## src/rtl/freq_counter.sv

```systemverilog
// Gated event counter: counts synchronized rising edges of sig_in over
// back-to-back windows of GATE_CYCLES clocks and strobes each result out.
`timescale 1ns/1ps
module freq_counter #(
  parameter int INPUT_WIDTH = 32,
  parameter int GATE_CYCLES = 50_000_000
) (
  input  logic                   clk,
  input  logic                   reset_n,
  input  logic                   enable,
  input  logic                   sig_in,
  output logic [INPUT_WIDTH-1:0] num_out,
  output logic                   num_valid,
  output logic                   overflow,
  output logic                   busy
);

  localparam int GW = $clog2(GATE_CYCLES);
  localparam logic [GW-1:0]          GATE_LAST = GW'(GATE_CYCLES - 1);
  localparam logic [INPUT_WIDTH-1:0] CNT_MAX   = '1;

  localparam logic IDLE = 1'b0;
  localparam logic GATE = 1'b1;

  logic                   s1, s2, p;
  logic                   sig_edge;
  logic                   state;
  logic [GW-1:0]          gate_cnt;
  logic [INPUT_WIDTH-1:0] edge_cnt;
  logic                   sat;
  logic                   cnt_full;
  logic [INPUT_WIDTH-1:0] cnt_next;
  logic                   sat_next;

  // NOTE: every register below uses non-blocking assignments so that all
  // flops sample the pre-edge values and the synchronizer chain shifts by
  // exactly one stage per clock.
  always_ff @(posedge clk or negedge reset_n) begin
    if (!reset_n) begin
      s1 <= 1'b0;
      s2 <= 1'b0;
      p  <= 1'b0;
    end else begin
      s1 <= sig_in;
      s2 <= s1;
      p  <= s2;
    end
  end

  assign sig_edge = s2 & ~p;
  assign cnt_full = (edge_cnt == CNT_MAX);
  assign cnt_next = (sig_edge && !cnt_full) ? edge_cnt + INPUT_WIDTH'(1) : edge_cnt;
  assign sat_next = sat | (sig_edge & cnt_full);
  assign busy     = (state == GATE);

  // The final window cycle takes priority over an abort: its edge is folded
  // into the result and the counters restart with no gap cycle.
  always_ff @(posedge clk or negedge reset_n) begin
    if (!reset_n) begin
      state     <= IDLE;
      gate_cnt  <= '0;
      edge_cnt  <= '0;
      sat       <= 1'b0;
      num_out   <= '0;
      overflow  <= 1'b0;
      num_valid <= 1'b0;
    end else begin
      num_valid <= 1'b0;
      case (state)
        IDLE: begin
          gate_cnt <= '0;
          edge_cnt <= '0;
          sat      <= 1'b0;
          if (enable) state <= GATE;
        end
        GATE: begin
          if (gate_cnt == GATE_LAST) begin
            num_out   <= cnt_next;
            overflow  <= sat_next;
            num_valid <= 1'b1;
            gate_cnt  <= '0;
            edge_cnt  <= '0;
            sat       <= 1'b0;
            if (!enable) state <= IDLE;
          end else if (!enable) begin
            state    <= IDLE;
            gate_cnt <= '0;
            edge_cnt <= '0;
            sat      <= 1'b0;
          end else begin
            gate_cnt <= gate_cnt + GW'(1);
            edge_cnt <= cnt_next;
            sat      <= sat_next;
          end
        end
        default: state <= IDLE;
      endcase
    end
  end

endmodule

```

## config.mk

```make
export PLATFORM = sky130hd
export DESIGN_NAME = freq_counter
export DESIGN_NICKNAME = d
export VERILOG_FILES = /design/src/rtl/freq_counter.sv
export SDC_FILE = /design/constraint.sdc
export NUM_CORES = 1
export LEC_CHECK = 0
export ABC_AREA = 1
export BUFFER_PORTS_ARGS = -buffer_cell sky130_fd_sc_hd__buf_2
export CELL_PAD_IN_SITES_DETAIL_PLACEMENT = 1
export CELL_PAD_IN_SITES_GLOBAL_PLACEMENT = 2
export CORE_ASPECT_RATIO = 0.7
export CORE_MARGIN = 2
export CORE_UTILIZATION = 29
export DETAILED_ROUTE_END_ITERATION = 6
export GPL_ROUTABILITY_DRIVEN = 0
export PLACE_DENSITY = 0.68
export SETUP_SLACK_MARGIN = 0.5
export SYNTH_ARGS = -nofsm -noshare
export SYNTH_HDL_FRONTEND = slang
export SYNTH_SLANG_ARGS = --single-unit
```

## constraint.sdc

```tcl
create_clock -name clk -period 4.23 [get_ports clk]
set_input_delay 0.423 -clock clk [delete_from_list [all_inputs] [get_ports clk]]
set_output_delay 0.423 -clock clk [all_outputs]
set_load 0.01 [all_outputs]
```

==> flow_metrics.py <==
metrics = {
    "pwr": {
        "netSwitchingFraction": 0.2303,
        "totalPowerFinal_mw": 1.809,
        "clockPowerShare": 0.460,
        "power_switching_uw": 416.7,
        "seqPwrFrac": 0.516,
        "power.internal_mw": 1.392,
        "power_density_over_cell_area_nw_per_um2": 305.0,
        "leakage_nw": 2.865,
        "power_frac_comb": 0.024,
        "irDropWorstVdd_mv": 0.1816,
    },
    "grt": {
        "grt_overflow": 0,
        "grt_util_all_layers": 0.1743,
        "grt_max_degree": 64,
        "grt_pass1_wl_um": 25590,
        "antenna_violations_before_repair": 0,
        "number_of_global_route_vias_before_repair": 4704,
    },
    "logic_synthesis": {
        "synth.lib_cells_used.distinct": 31,
        "syn_avg_cell_area_sq_um": 7.407,
        "proportion_of_synthesized_flip_flops_having_asynchronous_set_or_reset": 1.000,
        "synth-edff-count": 0,
        "synth_seq_area_share": 0.4616,
        "synth_top_area_frac": 0.4616,
        "synthesis.nets": 716,
        "postSynth.topFlopCell": "dfrtp_1",
        "netlist.top_cell.by_area": "dfrtp_1",
        "synth.top_cells.by_area": "dfrtp_1 (46%), nand2_1 (16%), nor2_1 (7.1%), nand3_1 (7.0%), inv_1 (5.4%)",
        "synthesis.instances": 710,
        "post_synth_instance_area_sq_um": 5259,
        "yosys_warnings": 0,
        "synth_seq_cells": 97,
    },
    "finish": {
        "layout_area_growth_over_synthesis_pct": 12.80,
        "final_layout_size_suffix_gt1_frac": 0.1198,
        "nNetsFinal": 753,
        "layout.cell_area.non_filler_sq_um": 5932,
        "antennaDiodeCount": 0,
    },
    "clock_tree": {
        "hold_bufs_inserted_after_cts": 0,
        "worst_skew_pair.late_latency_ns": 0.36,
        "cts_repair_resize_count": 0,
        "clk_transition_reported_paths_ns": 0.07,
        "tritoncts": "built",
        "cts_post_setup_buffers_inserted": 0,
        "maximum_clock_path_buffer_count": 2,
        "clock-sinks": 97,
        "clk_root_buf": "clkbuf_16",
        "cts_inserted_buffers": 9,
        "clock_tree.htree_level_count": 3,
    },
    "timing": {
        "rsz0062_at_grt": "no",
        "hold_viol_final": 0,
        "tcrit_tclk_final": 0.5308,
        "worst_slew_pin_slew_ns": 0.8508,
        "slew-limit-headroom": 0.4328,
        "final.setup.worst_slack_ns": 1.985,
        "fmaxAchievable_ghz": 0.4454,
        "slew_violations": 0,
        "fin_worst_skew_ns": 0.009449,
        "fin_tns_setup_ns": 0,
        "final-setup-viol-count": 0,
        "finalWorstPathRequiredPeriod_ns": 2.245,
    },
    "setup_path": {
        "cp_max_fo": 22,
        "worst_endpoint_required_time_ns": 4.47,
        "cpMostUsedCell": "nand2_1",
        "critical-path-slowest-cell": "nand3_2",
        "cp_launch_type": "flip-flop",
        "crit_path_cell_trace": "ha_1, nand3_1, nor2_2, nand2_1, inv_1, nand3_2, buf_4, nand2_1, nand2_1",
        "cp_data_arrival_time_ns": 2.49,
        "worstSetupEndpointType": "flip-flop",
        "critPathMaxStageDelay_ns": 0.47,
        "critical_path_buf_inv_count": 2,
        "path_class": "flip-flop to flip-flop",
        "path_delay_family": "simple AND/OR/NAND/NOR gates",
    },
    "routing": {
        "drc": 0,
        "wl_per_cell_um": 15.82,
        "ratio_of_routed_vias_to_standard_cells": 4.719,
        "detail_route.first_pass.iterations": 4,
        "routed_wirelength_um": 15610,
        "count_of_antenna_violating_nets_left_after_detailed_routing": 0,
        "detailedRoute.firstIterationViolations": 220,
        "detailroute.via_count": 4658,
    },
    "placed_design": {
        "placed_area_sq_um": 5647,
        "dp.final_hpwl_um": 11640,
        "port_buffers": 38,
        "placement.setup.worst_slack_ns": 1.903,
    },
    "floorplan": {
        "fp.dieH_um": 116.7,
        "i_o_pin_count": 39,
        "num_rows": 41,
        "floorplan.initialDensity": 0.2937,
        "area_of_the_die_sq_um": 19240,
        "die_width_um": 165.0,
        "area_inside_the_core_boundary_sq_um": 17900,
    },
    "run_status": {
        "status": "finished clean",
    },
    "worst_hold_path": {
        "worstHoldPathType": "input pin to async pin",
    },
    "job": {
        "max_cap_viols": 0,
    },
}
synthesized netlist by cell type, drive strengths merged, types with 7 or more instances:
library cell and number:
inv 78, nor3 19, nand3 75, nor2 118, nand2 235, a21oi 11, nand4 23, buf 15
xor2 7, dfrtp 97, o21ai 7
path summary, 6_finish.rpt:
| path | start | to | slack (ns) | cells past startpoint |
|---|---|---|---|---|
| max in group asynchronous | reset_n | edge_cnt[0]$_DFF_PN0_ | 3.04 | 2 |
| min reg2reg | s1$_DFF_PN0_ | s2$_DFF_PN0_ | 0.35 | 0 |
| min in group clk | sig_in | s1$_DFF_PN0_ | 0.17 | 1 |
| max reg2reg | gate_cnt[0]$_DFF_PN0_ | num_out[2]$_DFFE_PN0P_ | 1.98 | 9 |
| max | gate_cnt[0]$_DFF_PN0_ | num_out[2]$_DFFE_PN0P_ | 1.98 | 9 |
| min | reset_n | num_out[2]$_DFFE_PN0P_ | 0.15 | 1 |
cell usage in the layout (no fill, tap or decap), types with 3 or more instances in the layout:
master	count
nor2_1	99
inv_1	76
a21o_1	4
nor2_4	7
o21ai_1	4
nand2_2	5
buf_2	37
nor3_1	18
nor3b_1	4
xor2_1	7
clkbuf_16	9
a21oi_1	11
o21ai_0	3
nor2_2	12
nand3b_1	3
dfrtp_1	97
nand3_1	74
nand2_1	226
nand4_1	23
nand2_4	4
buf_4	4
worst reg2reg max path, delay by kind of cell, from the launching register on:
| family | cells | cell delay, ns |
|---|---|---|
| and+or+nand+nor | 6 | 1.05 |
| buffers and inverters | 2 | 0.53 |
| DFF | 1 | 0.37 |
| adders and majority gates | 1 | 0.19 |
power groups by stage:
stage	Clock [mW]	Combinational (mW)	Sequential, mW
floorplan	0	0.0189	0.951
global placement	0	0.0463	0.951
detailed placement	0	0.0471	0.951
CTS	0.862	0.0470	0.933
global route	0.890	0.0524	0.933
finish	0.832	0.0442	0.933
per-stage QoR:
step	utilization	instances	hold slack, ns
finish	0.3313	987	0.1545
CTS	0.3313	987	0.1576
global route	0.3313	987	0.1623
detailed placement	0.3154	972	0.3365
global placement	0.3154	972	0.3320
floorplan	-	710	0.1274
layer usage:
| metal | GRT usage | wire length, um | up-vias |
|---|---|---|---|
| met5 | 0 | 0 | - |
| met4 | 0.04696 | 170 | 0 |
| met3 | 0.03267 | 609 | 11 |
| met2 | 0.2561 | 6426 | 67 |
| met1 | 0.2612 | 8405 | 2264 |
| li1 | - | - | 2316 |
cell families (layout without fill, tap and decap cells):
| group | after synthesis | in the layout | synth area share |
|---|---|---|---|
| compound gates | 27 | 27 | 0.02974 |
| flops | 97 | 97 | 0.4616 |
| buf+inv | 94 | 135 | 0.08065 |
| fa+ha+maj | 2 | 2 | 0.004758 |
| xor+xnor | 9 | 9 | 0.01499 |
| simple gates | 481 | 481 | 0.4083 |
layout make-up:
class | instances | area (sq um)
Timing Repair Buffer | 41 | 215.2
Multi-Input combinational cell | 519 | 2412
Sequential cell | 97 | 2427
Tap cell | 236 | 295.3
Clock inverter | 5 | 56.30
Clock buffer | 10 | 229.0
Inverter | 79 | 296.5
Fill cell | 2234 | 11970
state kept, by name (all words and copies together), names as in the netlist:
signal,cells
s2,1
gate_cnt,26
num_valid,1
p,1
num_out,32
sat,1
edge_cnt,32
overflow,1
s1,1
busy,1
Note: power is estimated with default switching activity, not from simulation.
